==> src/rtl/ps2_dev_tx.sv <==
// Device-side PS/2 transmitter: buffers scan-code bytes in an 8-entry FIFO and
// drives each one out as an 11-bit PS/2 frame on self-generated clock and data.
//
// state | meaning
// ------+---------------------------------------------------------------
// IDLE  | lines high, waiting for a queued byte with the host not inhibiting
// HI    | ps2_clk high, current frame bit on ps2_data
// LO    | ps2_clk low, host samples the bit held since HI
// GAP   | lines high for GAP_HALVES half-periods after a frame or an abort
module ps2_dev_tx #(
   parameter int CLK_DIV    = 8,
   parameter int GAP_HALVES = 4
) (
   input  logic       clock,
   input  logic       reset_n,
   input  logic       in_valid,
   input  logic [7:0] in_data,
   output logic       in_ready,
   input  logic       host_inhibit,
   output logic       ps2_clk,
   output logic       ps2_data,
   output logic       busy,
   output logic [3:0] fifo_count
);

   typedef enum logic [1:0] {
      IDLE = 2'd0,
      HI   = 2'd1,
      LO   = 2'd2,
      GAP  = 2'd3
   } state_t;

   localparam logic [7:0] DIV_LAST = 8'(CLK_DIV - 1);
   localparam logic [7:0] GAP_LAST = 8'(GAP_HALVES - 1);

   state_t     state;
   state_t     state_nxt;
   logic [7:0] mem [8];
   logic [2:0] wr_ptr;
   logic [2:0] rd_ptr;
   logic [3:0] count;
   logic       inh_meta;
   logic       inh;
   logic [7:0] div;
   logic [7:0] div_nxt;
   logic [7:0] half;
   logic [7:0] half_nxt;
   logic [3:0] idx;
   logic [3:0] idx_nxt;
   logic       clk_nxt;
   logic       data_nxt;
   logic       push;
   logic       pop;
   logic       half_end;
   logic       abort_ok;
   logic [7:0] head;

   // Bit i of the frame: start, eight data bits LSB first, odd parity, stop.
   function automatic logic frame_bit(input logic [7:0] d, input logic [3:0] i);
      logic b;
      if (i == 4'd0) begin
         b = 1'b0;
      end else if (i <= 4'd8) begin
         b = d[3'(i - 4'd1)];
      end else if (i == 4'd9) begin
         b = ~^d;
      end else begin
         b = 1'b1;
      end
      return b;
   endfunction

   assign in_ready   = (count != 4'd8);
   assign push       = in_valid && in_ready;
   assign busy       = (state != IDLE);
   assign fifo_count = count;
   assign head       = mem[rd_ptr];
   assign half_end   = (div == DIV_LAST);
   // Once the stop bit is on the wire the byte counts as delivered.
   assign abort_ok   = inh && (idx <= 4'd9);

   always_comb begin
      state_nxt = state;
      div_nxt   = half_end ? 8'd0 : div + 8'd1;
      half_nxt  = half;
      idx_nxt   = idx;
      clk_nxt   = ps2_clk;
      data_nxt  = ps2_data;
      pop       = 1'b0;
      case (state)
         IDLE: begin
            div_nxt  = 8'd0;
            half_nxt = 8'd0;
            clk_nxt  = 1'b1;
            data_nxt = 1'b1;
            if (count != 4'd0 && !inh) begin
               state_nxt = HI;
               idx_nxt   = 4'd0;
               data_nxt  = frame_bit(head, 4'd0);
            end
         end
         HI: begin
            clk_nxt = 1'b1;
            if (abort_ok) begin
               state_nxt = GAP;
               div_nxt   = 8'd0;
               half_nxt  = 8'd0;
               data_nxt  = 1'b1;
            end else if (half_end) begin
               state_nxt = LO;
               clk_nxt   = 1'b0;
            end
         end
         LO: begin
            if (abort_ok) begin
               state_nxt = GAP;
               div_nxt   = 8'd0;
               half_nxt  = 8'd0;
               clk_nxt   = 1'b1;
               data_nxt  = 1'b1;
            end else if (half_end) begin
               clk_nxt = 1'b1;
               if (idx < 4'd10) begin
                  state_nxt = HI;
                  idx_nxt   = idx + 4'd1;
                  data_nxt  = frame_bit(head, idx + 4'd1);
               end else begin
                  state_nxt = GAP;
                  half_nxt  = 8'd0;
                  data_nxt  = 1'b1;
                  pop       = 1'b1;
               end
            end
         end
         GAP: begin
            clk_nxt  = 1'b1;
            data_nxt = 1'b1;
            if (half_end) begin
               if (half == GAP_LAST) begin
                  state_nxt = IDLE;
               end else begin
                  half_nxt = half + 8'd1;
               end
            end
         end
         default: begin
            state_nxt = IDLE;
            div_nxt   = 8'd0;
            clk_nxt   = 1'b1;
            data_nxt  = 1'b1;
         end
      endcase
   end

   always_ff @(posedge clock) begin
      if (!reset_n) begin
         state    <= IDLE;
         div      <= 8'd0;
         half     <= 8'd0;
         idx      <= 4'd0;
         ps2_clk  <= 1'b1;
         ps2_data <= 1'b1;
         inh_meta <= 1'b0;
         inh      <= 1'b0;
      end else begin
         state    <= state_nxt;
         div      <= div_nxt;
         half     <= half_nxt;
         idx      <= idx_nxt;
         ps2_clk  <= clk_nxt;
         ps2_data <= data_nxt;
         inh_meta <= host_inhibit;
         inh      <= inh_meta;
      end
   end

   always_ff @(posedge clock) begin
      if (!reset_n) begin
         wr_ptr <= 3'd0;
         rd_ptr <= 3'd0;
         count  <= 4'd0;
      end else begin
         if (push) wr_ptr <= wr_ptr + 3'd1;
         if (pop)  rd_ptr <= rd_ptr + 3'd1;
         case ({push, pop})
            2'b10:   count <= count + 4'd1;
            2'b01:   count <= count - 4'd1;
            default: count <= count;
         endcase
      end
   end

   // Storage carries no reset; the pointers alone decide what is valid.
   always_ff @(posedge clock) begin
      if (push) mem[wr_ptr] <= in_data;
   end

endmodule

==> config.mk <==
export PLATFORM = sky130hd
export DESIGN_NAME = ps2_dev_tx
export DESIGN_NICKNAME = d
export VERILOG_FILES = /design/src/rtl/ps2_dev_tx.sv
export SDC_FILE = /design/constraint.sdc
export NUM_CORES = 1
export LEC_CHECK = 0
export ABC_AREA = 1
export BUFFER_PORTS_ARGS = -buffer_cell sky130_fd_sc_hd__buf_4
export CAP_MARGIN = 20
export CORE_ASPECT_RATIO = 1.2
export CORE_MARGIN = 3
export CORE_UTILIZATION = 65
export DETAILED_ROUTE_END_ITERATION = 16
export PLACE_DENSITY = 0.83
export RECOVER_POWER = 100
export SLEW_MARGIN = 25
export SYNTH_ARGS = -nofsm -noshare
export SYNTH_HDL_FRONTEND = slang
export SYNTH_SLANG_ARGS = --single-unit
==> constraint.sdc <==
create_clock -name clock -period 6.1 [get_ports clock]
set_clock_uncertainty 0.05 [all_clocks]
set_input_delay 1.22 -clock clock [delete_from_list [all_inputs] [get_ports clock]]
set_output_delay 1.22 -clock clock [all_outputs]
set_load 0.005 [all_outputs]
==> results of run 1 <==
final timing paths:
path | endpoint | depth (start not counted) | slack, ps
min reg2reg | inh$_SDFF_PN0_ | 2 | 380
min | inh$_SDFF_PN0_ | 2 | 380
max | fifo_count[2]$_SDFFE_PN0P_ | 16 | 2780
max reg2reg | fifo_count[2]$_SDFFE_PN0P_ | 16 | 2780
kinds of logic (layout without fill, tap and decap cells):
logic type,Yosys count,count (layout),share of synthesized area
buf+inv,128,147,0.0960
flops,103,103,0.519
simple gates,315,315,0.262
compound gates,55,55,0.0572
xor+xnor,13,13,0.0219
fa+ha+maj,18,18,0.0433
cell usage after synthesis (2+ instances only):
cell	n	area (sq um)
nand2_1	185	694
inv_1	109	409
edfxtp_1	64	1920
nand3_1	62	310
nor2_1	43	161
dfxtp_1	39	781
a21oi_1	30	150
ha_1	18	225
o21ai_0	15	75.1
buf_2	11	55.1
xor2_1	9	78.8
nor3_1	6	30.0
a211oi_1	4	30.0
clkbuf_1	4	15.0
nor4_1	4	25.0
xnor2_1	4	35.0
inv_2	2	7.51
nand2_2	2	12.5
nand3b_1	2	15.0
nand4_1	2	12.5
nor3b_2	2	25.0
o211ai_1	2	15.0
power groups by stage:
stage          logic, mW  clock network [mW]  registers, mW
2_1_floorplan      0.293                   0          0.826
3_3_place_gp       0.377                   0          0.832
3_5_place_dp       0.390                   0          0.834
4_1_cts            0.392               0.442          0.818
5_1_grt            0.439               0.465          0.826
6_report           0.381               0.434          0.819
flip-flops by register name, summed over array words and instances (netlist names), named ones only:
name and cells:
fifo_count 4, inh 1, idx 4, state 2, half 8, rd_ptr 3
ps2_clk 1, div 8, inh_meta 1, ps2_data 1, wr_ptr 3, mem 64
routing by layer:
metal,track usage,vias to the layer above,part of all wire
met5,0,-,0
met4,0.104,0,0.027
met3,0.0468,26,0.057
met2,0.392,163,0.48
met1,0.309,1859,0.43
li1,-,2037,-
worst max-delay path: stages (launching register included):
cell	delay, ps
dfxtp_1	470
inv_1	200
ha_1	230
o21ai_0	180
nand2_1	80
nand2_1	180
inv_1	120
nor4_1	550
ha_1	330
nand2_1	70
inv_1	80
nor2_1	60
ha_1	170
a21oi_1	150
xor2_1	90
o21ai_0	160
inv_1	60
area by class of cell:
cell class                 count  area [sq um]  area share
timing repair buffer          19           109      0.0197
tap                           92           115      0.0208
clock buffer                  11           131      0.0238
multi-input combinational    401          1980       0.358
sequential                   103          2700       0.489
inverter                     112           422      0.0763
clock inverter                 5          65.1      0.0118
metrics by stage:
stage               std cells  total power, mW  hold slack, ps  worst slack, ps  instance area, sq um
global placement          727             1.21             350             2890                  5380
CTS                       743             1.65             380             2800                  5580
floorplan                 632             1.12             340             3460                  5200
finish                    743             1.63             377             2780                  5520
detailed placement        727             1.22             356             2840                  5380
global route              743             1.73             411             2450                  5520
==> results.sh, run 1 <==
export IMPL_hpwl_mm=7.14
export IMPL_hold_buffers=0
export IMPL_numClockSinks=103
export IMPL_internal_power_mw=1.11
export IMPL_cts_root_buf="clkbuf_8"
export IMPL_tns_ps=0
export IMPL_antenna_found_initial=0
export IMPL_fmax_ghz=0.301
export IMPL_hold_class="reg -> reg"
export IMPL_place_port_buffers=19
export IMPL_diodes=0
export IMPL_placementRows=35
export IMPL_synth_seq_area_share=0.519
export IMPL_gr_total_overflow=0
export IMPL_startpoint="idx[0]$_SDFFE_PN0P_"
export IMPL_grt_pass1_wl_mm=17.5
export IMPL_synth_area_sq_um=5200
export IMPL_finalHoldViolCount=0
export IMPL_power_share_combinational=0.233
export IMPL_cts_resized=0
export IMPL_power_switching_uw=527
export IMPL_finalCriticalPeriod_ps=3320
export IMPL_drtAntennaViolNets=0
export IMPL_vias=4085
export IMPL_cts_max_level=3
export IMPL_grt_use_total=0.241
export IMPL_leakagePower_nw=2.48
export IMPL_crit_path_start_kind="flop"
export IMPL_async_reset_ff_frac=0
export IMPL_die_h_microns=104
export IMPL_netlist_cell_type_count=35
export IMPL_layout_commonest_cell="nand2_1"
export IMPL_start_util=0.671
export IMPL_drive_above_1_share=0.0522
export IMPL_power_switching_share=0.322
export IMPL_finalSetupViolations=0
export IMPL_drc=0
export IMPL_rsz0062_at_grt="false"
export IMPL_synthFlopType="edfxtp_1"
export IMPL_p_per_area_nw_per_um2=296
export IMPL_clkPwrFrac=0.265
export IMPL_filler_cell_count=583
export IMPL_die_w_microns=87.7
export IMPL_wirelength_mm=10.3
export IMPL_cts_buffer_depth=2
export IMPL_relSlewSlack=0.263
export IMPL_yosysWarnings=0
export IMPL_grt_pass1_vias=4037
export IMPL_period_share=0.544
export IMPL_io_pins=20
export IMPL_tritoncts="yes"
export IMPL_crit_fanout=7
export IMPL_avgViaCountPerCell=5.50
export IMPL_synth_nets=662
export IMPL_wl_per_cell_microns=13.9
export IMPL_final_core_util=0.713
export IMPL_crit_type="reg -> reg"
export IMPL_ir_drop_uv=187
export IMPL_clk_latency_ps=360
export IMPL_end_kind="flop"
export IMPL_critPathArrivalTime_ps=3530
export IMPL_syn_instance_count=632
export IMPL_cts_buffers=9
export IMPL_seq_power_share=0.501
export IMPL_nNetsFinal=676
export IMPL_layout_common_cells="185 x nand2_1, 109 x inv_1, 64 x nand3_1, 64 x edfxtp_1, 43 x nor2_1"
export IMPL_drv_cap=0
export IMPL_drtIter0Drc=370
export IMPL_fp_coreArea_sq_um=7750
export IMPL_worstMarginPinSlew_ps=1100
export IMPL_grt_max_degree=34
export IMPL_slew_viol_final=0
export IMPL_status="complete, no violations"
export IMPL_clk_pin_slew_ps=100
export IMPL_area_growth_pct=6.18
export IMPL_crit_required_ps=6310
export IMPL_postCtsSetupRepairBufs=0
export IMPL_first_pass_iters=5
export IMPL_syn_area_per_cell_sq_um=8.23
export IMPL_ys_ff_latch=103
export IMPL_synth_edff_count=64
export IMPL_die_area_sq_um=9120
export IMPL_reg2reg_from="idx[0]$_SDFFE_PN0P_"
export IMPL_gp_congestion=0.835
export IMPL_hp_start="inh_meta$_SDFF_PN0_"
Power figures use the tool's default switching activity.
==> run 2, diff against run 1 <==
--- a/config.mk
+++ b/config.mk
@@ -10,9 +10,9 @@
 export CAP_MARGIN = 20
 export CORE_ASPECT_RATIO = 1.2
 export CORE_MARGIN = 3
-export CORE_UTILIZATION = 65
+export CORE_UTILIZATION = 56
 export DETAILED_ROUTE_END_ITERATION = 16
-export PLACE_DENSITY = 0.83
+export PLACE_DENSITY = 0.76
 export RECOVER_POWER = 100
 export SLEW_MARGIN = 25
 export SYNTH_ARGS = -nofsm -noshare
==> constraint.sdc (replaced) <==
create_clock -name clock -period 2.8 [get_ports clock]
set_clock_uncertainty 0.05 [all_clocks]
set_input_delay 0.56 -clock clock [delete_from_list [all_inputs] [get_ports clock]]
set_output_delay 0.56 -clock clock [all_outputs]
set_load 0.005 [all_outputs]
==> run 2 against run 1 <==
Effect of this change: register-to-register slack got worse by 2500 ps; combinational power rose by 120%; die area up 15%; fmax rose by 30%; first-iteration DRC count shrank 20%; total power increased by 120%; sequential power grew 120%; via count shrank 1.6%; sequential share of layout area shrank 1.0 points; largest power group unchanged; design area grew 2.4%; routed wire length grew 2.3%; count of clock-buffer cells in the layout shrank 2; critical path type unchanged.
==> results.sh, run 2 (same netlist as run 1, synthesis figures left out) <==
export IMPL_status="complete, no violations"
export IMPL_top_register="mem"
export IMPL_largestRegisters="mem: 64 flops, div: 8 flops, half: 8 flops"
export IMPL_gr_total_overflow=0
export IMPL_path_cells="inv_1, ha_1, o21ai_0, nand2_1, nand2_1, inv_1, nor4_2, buf_4, ha_2, nand2_1, inv_1, nor2_1, ha_1, a21oi_2, xor2_1, o21ai_1, inv_1"
export IMPL_nNetsFinal=691
export IMPL_antenna_found_initial=0
export IMPL_fp_coreArea_sq_um=8800
export IMPL_die_w_microns=94.0
export IMPL_io_pins=20
export IMPL_hpwl_mm=7.44
export IMPL_fmax_ghz=0.392
export IMPL_avgViaCountPerCell=5.13
export IMPL_clk_latency_ps=380
export IMPL_grt_use_total=0.222
export IMPL_cts_buffer_depth=2
export IMPL_hold_buffers=0
export IMPL_die_h_microns=112
export IMPL_cts_resized=0
export IMPL_largest_reg_flops=64
export IMPL_crit_type="reg -> reg"
export IMPL_critPathArrivalTime_ps=2780
export IMPL_finalHoldViolCount=0
export IMPL_rrSetupSlack_ps=250
export IMPL_p_per_area_nw_per_um2=634
export IMPL_end_kind="flop"
export IMPL_area_growth_pct=8.78
export IMPL_placementRows=37
export IMPL_startpoint="idx[0]$_SDFFE_PN0P_"
export IMPL_drc=0
export IMPL_drive_above_1_share=0.0706
export IMPL_cts_root_buf="clkbuf_8"
export IMPL_top_layer_used="met4"
export IMPL_crit_top_cell="inv_1"
export IMPL_place_port_buffers=19
export IMPL_finalCriticalPeriod_ps=2550
export IMPL_wirelength_mm=10.6
export IMPL_m1WireLength_mm=4.59
export IMPL_leakagePower_nw=2.53
export IMPL_layout_common_cells="185 x nand2_1, 108 x inv_1, 64 x nand3_1, 64 x edfxtp_1, 43 x nor2_1"
export IMPL_crit_required_ps=3030
export IMPL_drtIter0Drc=295
export IMPL_drtAntennaViolNets=0
export IMPL_slew_viol_final=0
export IMPL_numClockSinks=103
export IMPL_gp_congestion=0.864
export IMPL_relSlewSlack=0.552
export IMPL_first_pass_iters=4
export IMPL_postCtsSetupRepairBufs=0
export IMPL_grt_pass1_vias=4032
export IMPL_start_util=0.591
export IMPL_wl_met2_mm=5.32
export IMPL_drv_cap=0
export IMPL_grt_pass1_wl_mm=18.2
export IMPL_grt_max_degree=33
export IMPL_p_total_mw=3.59
export IMPL_die_area_sq_um=10500
export IMPL_layout_commonest_cell="nand2_1"
export IMPL_clk_pin_slew_ps=100
export IMPL_cts_max_level=3
export IMPL_reg2reg_from="idx[0]$_SDFFE_PN0P_"
export IMPL_rsz0062_at_grt="false"
export IMPL_vias=4018
export IMPL_finalSetupViolations=0
export IMPL_worstMarginPinSlew_ps=672
export IMPL_wl_per_cell_microns=13.5
export IMPL_period_share=0.911
export IMPL_crit_path_start_kind="flop"
export IMPL_tritoncts="yes"
export IMPL_tns_ps=0
export IMPL_wl_met3_microns=337
export IMPL_crit_fanout=6
export IMPL_ir_drop_uv=443
export IMPL_cp_slowest_cell="dfxtp_4"
export IMPL_hold_class="in -> reg"
export IMPL_diodes=0
export IMPL_hp_start="host_inhibit"
export IMPL_slowest_delay_ps=390
export IMPL_cts_buffers=9
==> run 2: cell types whose count changed in the layout (fill, tap and decap cells not counted), moves of 2 or more <==
cell      before  now
dfxtp_4        0    2
o21ai_1        1    3
buf_4          1    8
clkbuf_4       9    7
clkinv_4       0    2
o21ai_0       16   14
dfxtp_1       39   37
clkbuf_1      11   19
==> run 2: metal layers <==
layer	up-vias	track usage
met5	-	0
met4	0	0.0983
met3	25	0.0284
met2	93	0.385
met1	1829	0.274
li1	2071	-
==> run 2: path summary, 6_finish.rpt <==
check / endpoint / cells past startpoint
worst min-delay path: inh_meta$_SDFF_PN0_ / 3
worst max register to register: fifo_count[2]$_SDFFE_PN0P_ / 17
worst min register to register: inh$_SDFF_PN0_ / 2
worst max-delay path: fifo_count[2]$_SDFFE_PN0P_ / 17
==> run 2: area by class of cell <==
type / instances / area (sq um)
Clock buffer: 9 / 124
Inverter: 112 / 422
Fill cell: 738 / 3140
Clock inverter: 7 / 81.3
Sequential cell: 103 / 2710
Multi-Input combinational cell: 401 / 1990
Timing Repair Buffer: 34 / 184
Tap cell: 117 / 146
==> run 2: metrics by stage <==
stage / cells / setup WS (ps) / utilization / hold slack (ps) / area, sq um
after floorplan: 632 / 160 / - / 340 / 5200
after global placement: 767 / 281 / 0.628 / 353 / 5530
after detailed placement: 767 / 146 / 0.628 / 357 / 5530
after CTS: 783 / 74.5 / 0.652 / 297 / 5730
after global routing: 783 / 5.57 / 0.643 / 311 / 5660
final: 783 / 250 / 0.643 / 317 / 5660
==> run 2: power breakdown <==
| part | leakage, nW | switching, mW | total, mW | internal (mW) |
|---|---|---|---|---|
| logic | 1.53 | 0.555 | 0.847 | 0.292 |
| registers | 0.900 | 0.0795 | 1.79 | 1.71 |
| clock network | 0.0936 | 0.527 | 0.949 | 0.422 |
==> run 2: worst max-delay path: cells and delay by family, from the launching register on <==
family / cells / cell delay (ps)
AOI/OAI and AO/OA: 3 / 400
xor gates and xnor gates: 1 / 90
adders and majority gates: 3 / 590
buffers and inverters: 5 / 440
DFF: 1 / 390
and+or+nand+nor: 5 / 510
==> run 3, diff against run 2 <==
--- a/config.mk
+++ b/config.mk
@@ -5,14 +5,13 @@
 export SDC_FILE = /design/constraint.sdc
 export NUM_CORES = 1
 export LEC_CHECK = 0
-export ABC_AREA = 1
 export BUFFER_PORTS_ARGS = -buffer_cell sky130_fd_sc_hd__buf_4
 export CAP_MARGIN = 20
 export CORE_ASPECT_RATIO = 1.2
 export CORE_MARGIN = 3
-export CORE_UTILIZATION = 56
+export CORE_UTILIZATION = 55
 export DETAILED_ROUTE_END_ITERATION = 16
-export PLACE_DENSITY = 0.76
+export PLACE_DENSITY = 0.75
 export RECOVER_POWER = 100
 export SLEW_MARGIN = 25
 export SYNTH_ARGS = -nofsm -noshare
==> run 3 against run 2 <==
Effect of this change: fmax is 6.5% lower; non-clock buffer count grew 9; count of clock-buffer cells in the layout unchanged; combinational power shrank 28%; setup slack worse by 180 ps; total power down 11%; synthesized cell count fell by 41%; routed wire length down 16%; via count down 26%; sequential power decreased by 4%.
==> results.sh, run 3 <==
export IMPL_ys_ff_latch=103
export IMPL_syn_instance_count=375
export IMPL_cts_root_buf="clkbuf_8"
export IMPL_die_h_microns=107
export IMPL_tritoncts="yes"
export IMPL_cts_buffer_depth=2
export IMPL_yosysMostFrequentCell="edfxtp_1"
export IMPL_crit_path_start_kind="flop"
export IMPL_wirelength_mm=8.85
export IMPL_drc=0
export IMPL_largestRegisters="mem: 64 flops, div: 8 flops, half: 8 flops"
export IMPL_place_inst=519
export IMPL_clkPwrFrac=0.270
export IMPL_gr_total_overflow=0
export IMPL_placementRows=36
export IMPL_drive_above_1_share=0.201
export IMPL_cts_max_level=3
export IMPL_hold_class="in -> reg"
export IMPL_grt_use_total=0.195
export IMPL_syn_area_per_cell_sq_um=12.4
export IMPL_io_pins=20
export IMPL_first_pass_iters=4
export IMPL_die_area_sq_um=9630
export IMPL_drv_cap=0
export IMPL_yosysWarnings=0
export IMPL_final_core_util=0.645
export IMPL_leakagePower_nw=1.82
export IMPL_critPathArrivalTime_ps=2960
export IMPL_synth_nets=405
export IMPL_crit_required_ps=3030
export IMPL_netlist_cell_type_count=55
export IMPL_path_cells="or3_1, or4_4, nor3_4, ha_2, xor2_1, ha_2, a21oi_2, xor2_1, or3_1, a21oi_1"
export IMPL_synth_area_leaders="edfxtp_1 41%, dfxtp_1 17%, ha_1 4.8%, mux4_2 4.3%, mux2i_1 4.1%"
export IMPL_grt_max_degree=21
export IMPL_antenna_found_initial=0
export IMPL_hold_buffers=0
export IMPL_fin_ws_ps=72.0
export IMPL_area_growth_pct=13.3
export IMPL_synth_edff_count=64
export IMPL_largest_reg_flops=64
export IMPL_worstMarginPinSlew_ps=701
export IMPL_power_switching_uw=916
export IMPL_die_w_microns=90.1
export IMPL_vias=2993
export IMPL_clk_latency_ps=360
export IMPL_synthFlopType="edfxtp_1"
export IMPL_crit_fanout=4
export IMPL_top_register="mem"
export IMPL_async_reset_ff_frac=0
export IMPL_fp_coreArea_sq_um=8200
export IMPL_place_port_buffers=19
export IMPL_synth_seq_area_share=0.579
export IMPL_finalHoldViolCount=0
export IMPL_filler_cell_count=633
export IMPL_diodes=0
export IMPL_crit_type="reg -> reg"
export IMPL_power_share_combinational=0.193
export IMPL_ir_drop_uv=398
export IMPL_fmax_ghz=0.367
export IMPL_synth_top_cell_area_share=0.412
export IMPL_finalCriticalPeriod_ps=2730
export IMPL_start_util=0.569
export IMPL_layout_commonest_cell="edfxtp_1"
export IMPL_slowest_delay_ps=440
export IMPL_tns_ps=0
export IMPL_synth_commonest_cells="64 x edfxtp_1, 39 x dfxtp_1, 37 x nor2_1"
export IMPL_finalSetupViolations=0
export IMPL_gp_congestion=0.894
export IMPL_dp_slack_ps=-10.1
export IMPL_grt_pass1_vias=3018
export IMPL_nNetsFinal=448
export IMPL_avgViaCountPerCell=5.57
export IMPL_hpwl_mm=6.22
export IMPL_internal_power_mw=2.27
export IMPL_seq_power_share=0.538
export IMPL_grt_pass1_wl_mm=14.6
export IMPL_power_switching_share=0.287
export IMPL_drtAntennaViolNets=0
export IMPL_slew_viol_final=0
export IMPL_rsz0062_at_grt="true"
export IMPL_p_per_area_nw_per_um2=602
export IMPL_relSlewSlack=0.532
export IMPL_cp_slowest_cell="or4_4"
export IMPL_clk_pin_slew_ps=100
export IMPL_numClockSinks=103
export IMPL_wl_per_cell_microns=16.5
export IMPL_cts_buffers=9
export IMPL_final_cells=537
export IMPL_layout_common_cells="64 x edfxtp_1, 37 x nor2_1, 36 x dfxtp_1, 30 x buf_4, 21 x nand2_1"
export IMPL_period_share=0.974
export IMPL_end_kind="flop"
export IMPL_yosysTopAreaCell="edfxtp_1"
export IMPL_synth_area_sq_um=4670
export IMPL_status="complete, no violations"
export IMPL_drtIter0Drc=177
run 3: cell types whose count changed in the layout (fill, tap and decap cells not counted), sizes merged, moves of 9 or more:
cell / before / now
nand2: 187 / 23
inv: 112 / 12
nand3: 64 / 12
buf: 8 / 31
mux2i: 0 / 19
clkbuf: 35 / 21
mux4: 0 / 9
xnor2: 4 / 13
run 3: path summary, 6_finish.rpt:
| path | end | slack [ps] | cells after the start | from |
|---|---|---|---|---|
| worst max-delay path | fifo_count[2]$_SDFFE_PN0P_ | 70 | 10 | div[4]$_SDFF_PN0_ |
| worst min-delay path | inh_meta$_SDFF_PN0_ | 350 | 2 | host_inhibit |
| worst max register to register | fifo_count[2]$_SDFFE_PN0P_ | 70 | 10 | div[4]$_SDFF_PN0_ |
| worst min register to register | inh$_SDFF_PN0_ | 390 | 1 | inh_meta$_SDFF_PN0_ |
run 3: layout make-up:
cell class,instances,area [sq um],area share
Clock buffer,9,124,0.0234
Clock inverter,7,60.1,0.0114
Inverter,11,41.3,0.00780
Multi-Input combinational cell,250,1910,0.361
Sequential cell,103,2710,0.512
Tap cell,114,143,0.0270
Timing Repair Buffer,43,305,0.0577
run 3: repair_timing:
action / in CTS / in global routing
resized for setup: 1 / 11
pin swaps: 0 / 3
setup buffers: 0 / 2
setup endpoints to repair: 1 / 1
gates cloned: 0 / 0
run 3: critical path: cells and delay by family (launching register included):
kind	cells	cell delay, ps
adder cells (fa/ha/maj)	2	430
XOR/XNOR	2	310
AO/OA/AOI/OAI	2	170
AND/OR/NAND/NOR	4	1350
flip-flops	1	350
run 3: power groups by stage:
stage          combinational [mW]  sequential [mW]  clock (mW)
3_5_place_dp                0.613             1.74           0
3_3_place_gp                0.602             1.74           0
4_1_cts                     0.619             1.71       0.878
5_1_grt                     0.685             1.72       0.960
6_report                    0.614             1.71       0.859
2_1_floorplan               0.435             1.74           0
run 3: cell families (layout without fill, tap and decap cells):
kind of cell             after synthesis  count (layout)  share of synthesized area
AND/OR/NAND/NOR                      115             115                      0.126
flip-flops                           103             103                      0.579
AO/OA/AOI/OAI                         58              58                     0.0839
multiplexers                          30              30                     0.0890
XOR/XNOR                              29              29                     0.0544
buffers and inverters                 22              70                     0.0198
adder cells (fa/ha/maj)               18              18                     0.0482
run 3: per-stage QoR:
stage          hold WS [ps]  cell area (sq um)  power (mW)
2_1_floorplan           362               4670        2.17
3_3_place_gp            365               5080        2.34
3_5_place_dp            368               5080        2.35
4_1_cts                 346               5270        3.20
5_1_grt                 340               5290        3.37
6_report                353               5290        3.19
run 3: metal layers:
metal  global-route usage  share of wire  vias to the layer above
met3               0.0372          0.042                       18
met4               0.0788          0.024                        0
li1                     -              -                     1462
met1                0.229           0.41                     1449
met5                    0              0                        -
met2                0.353           0.53                       64
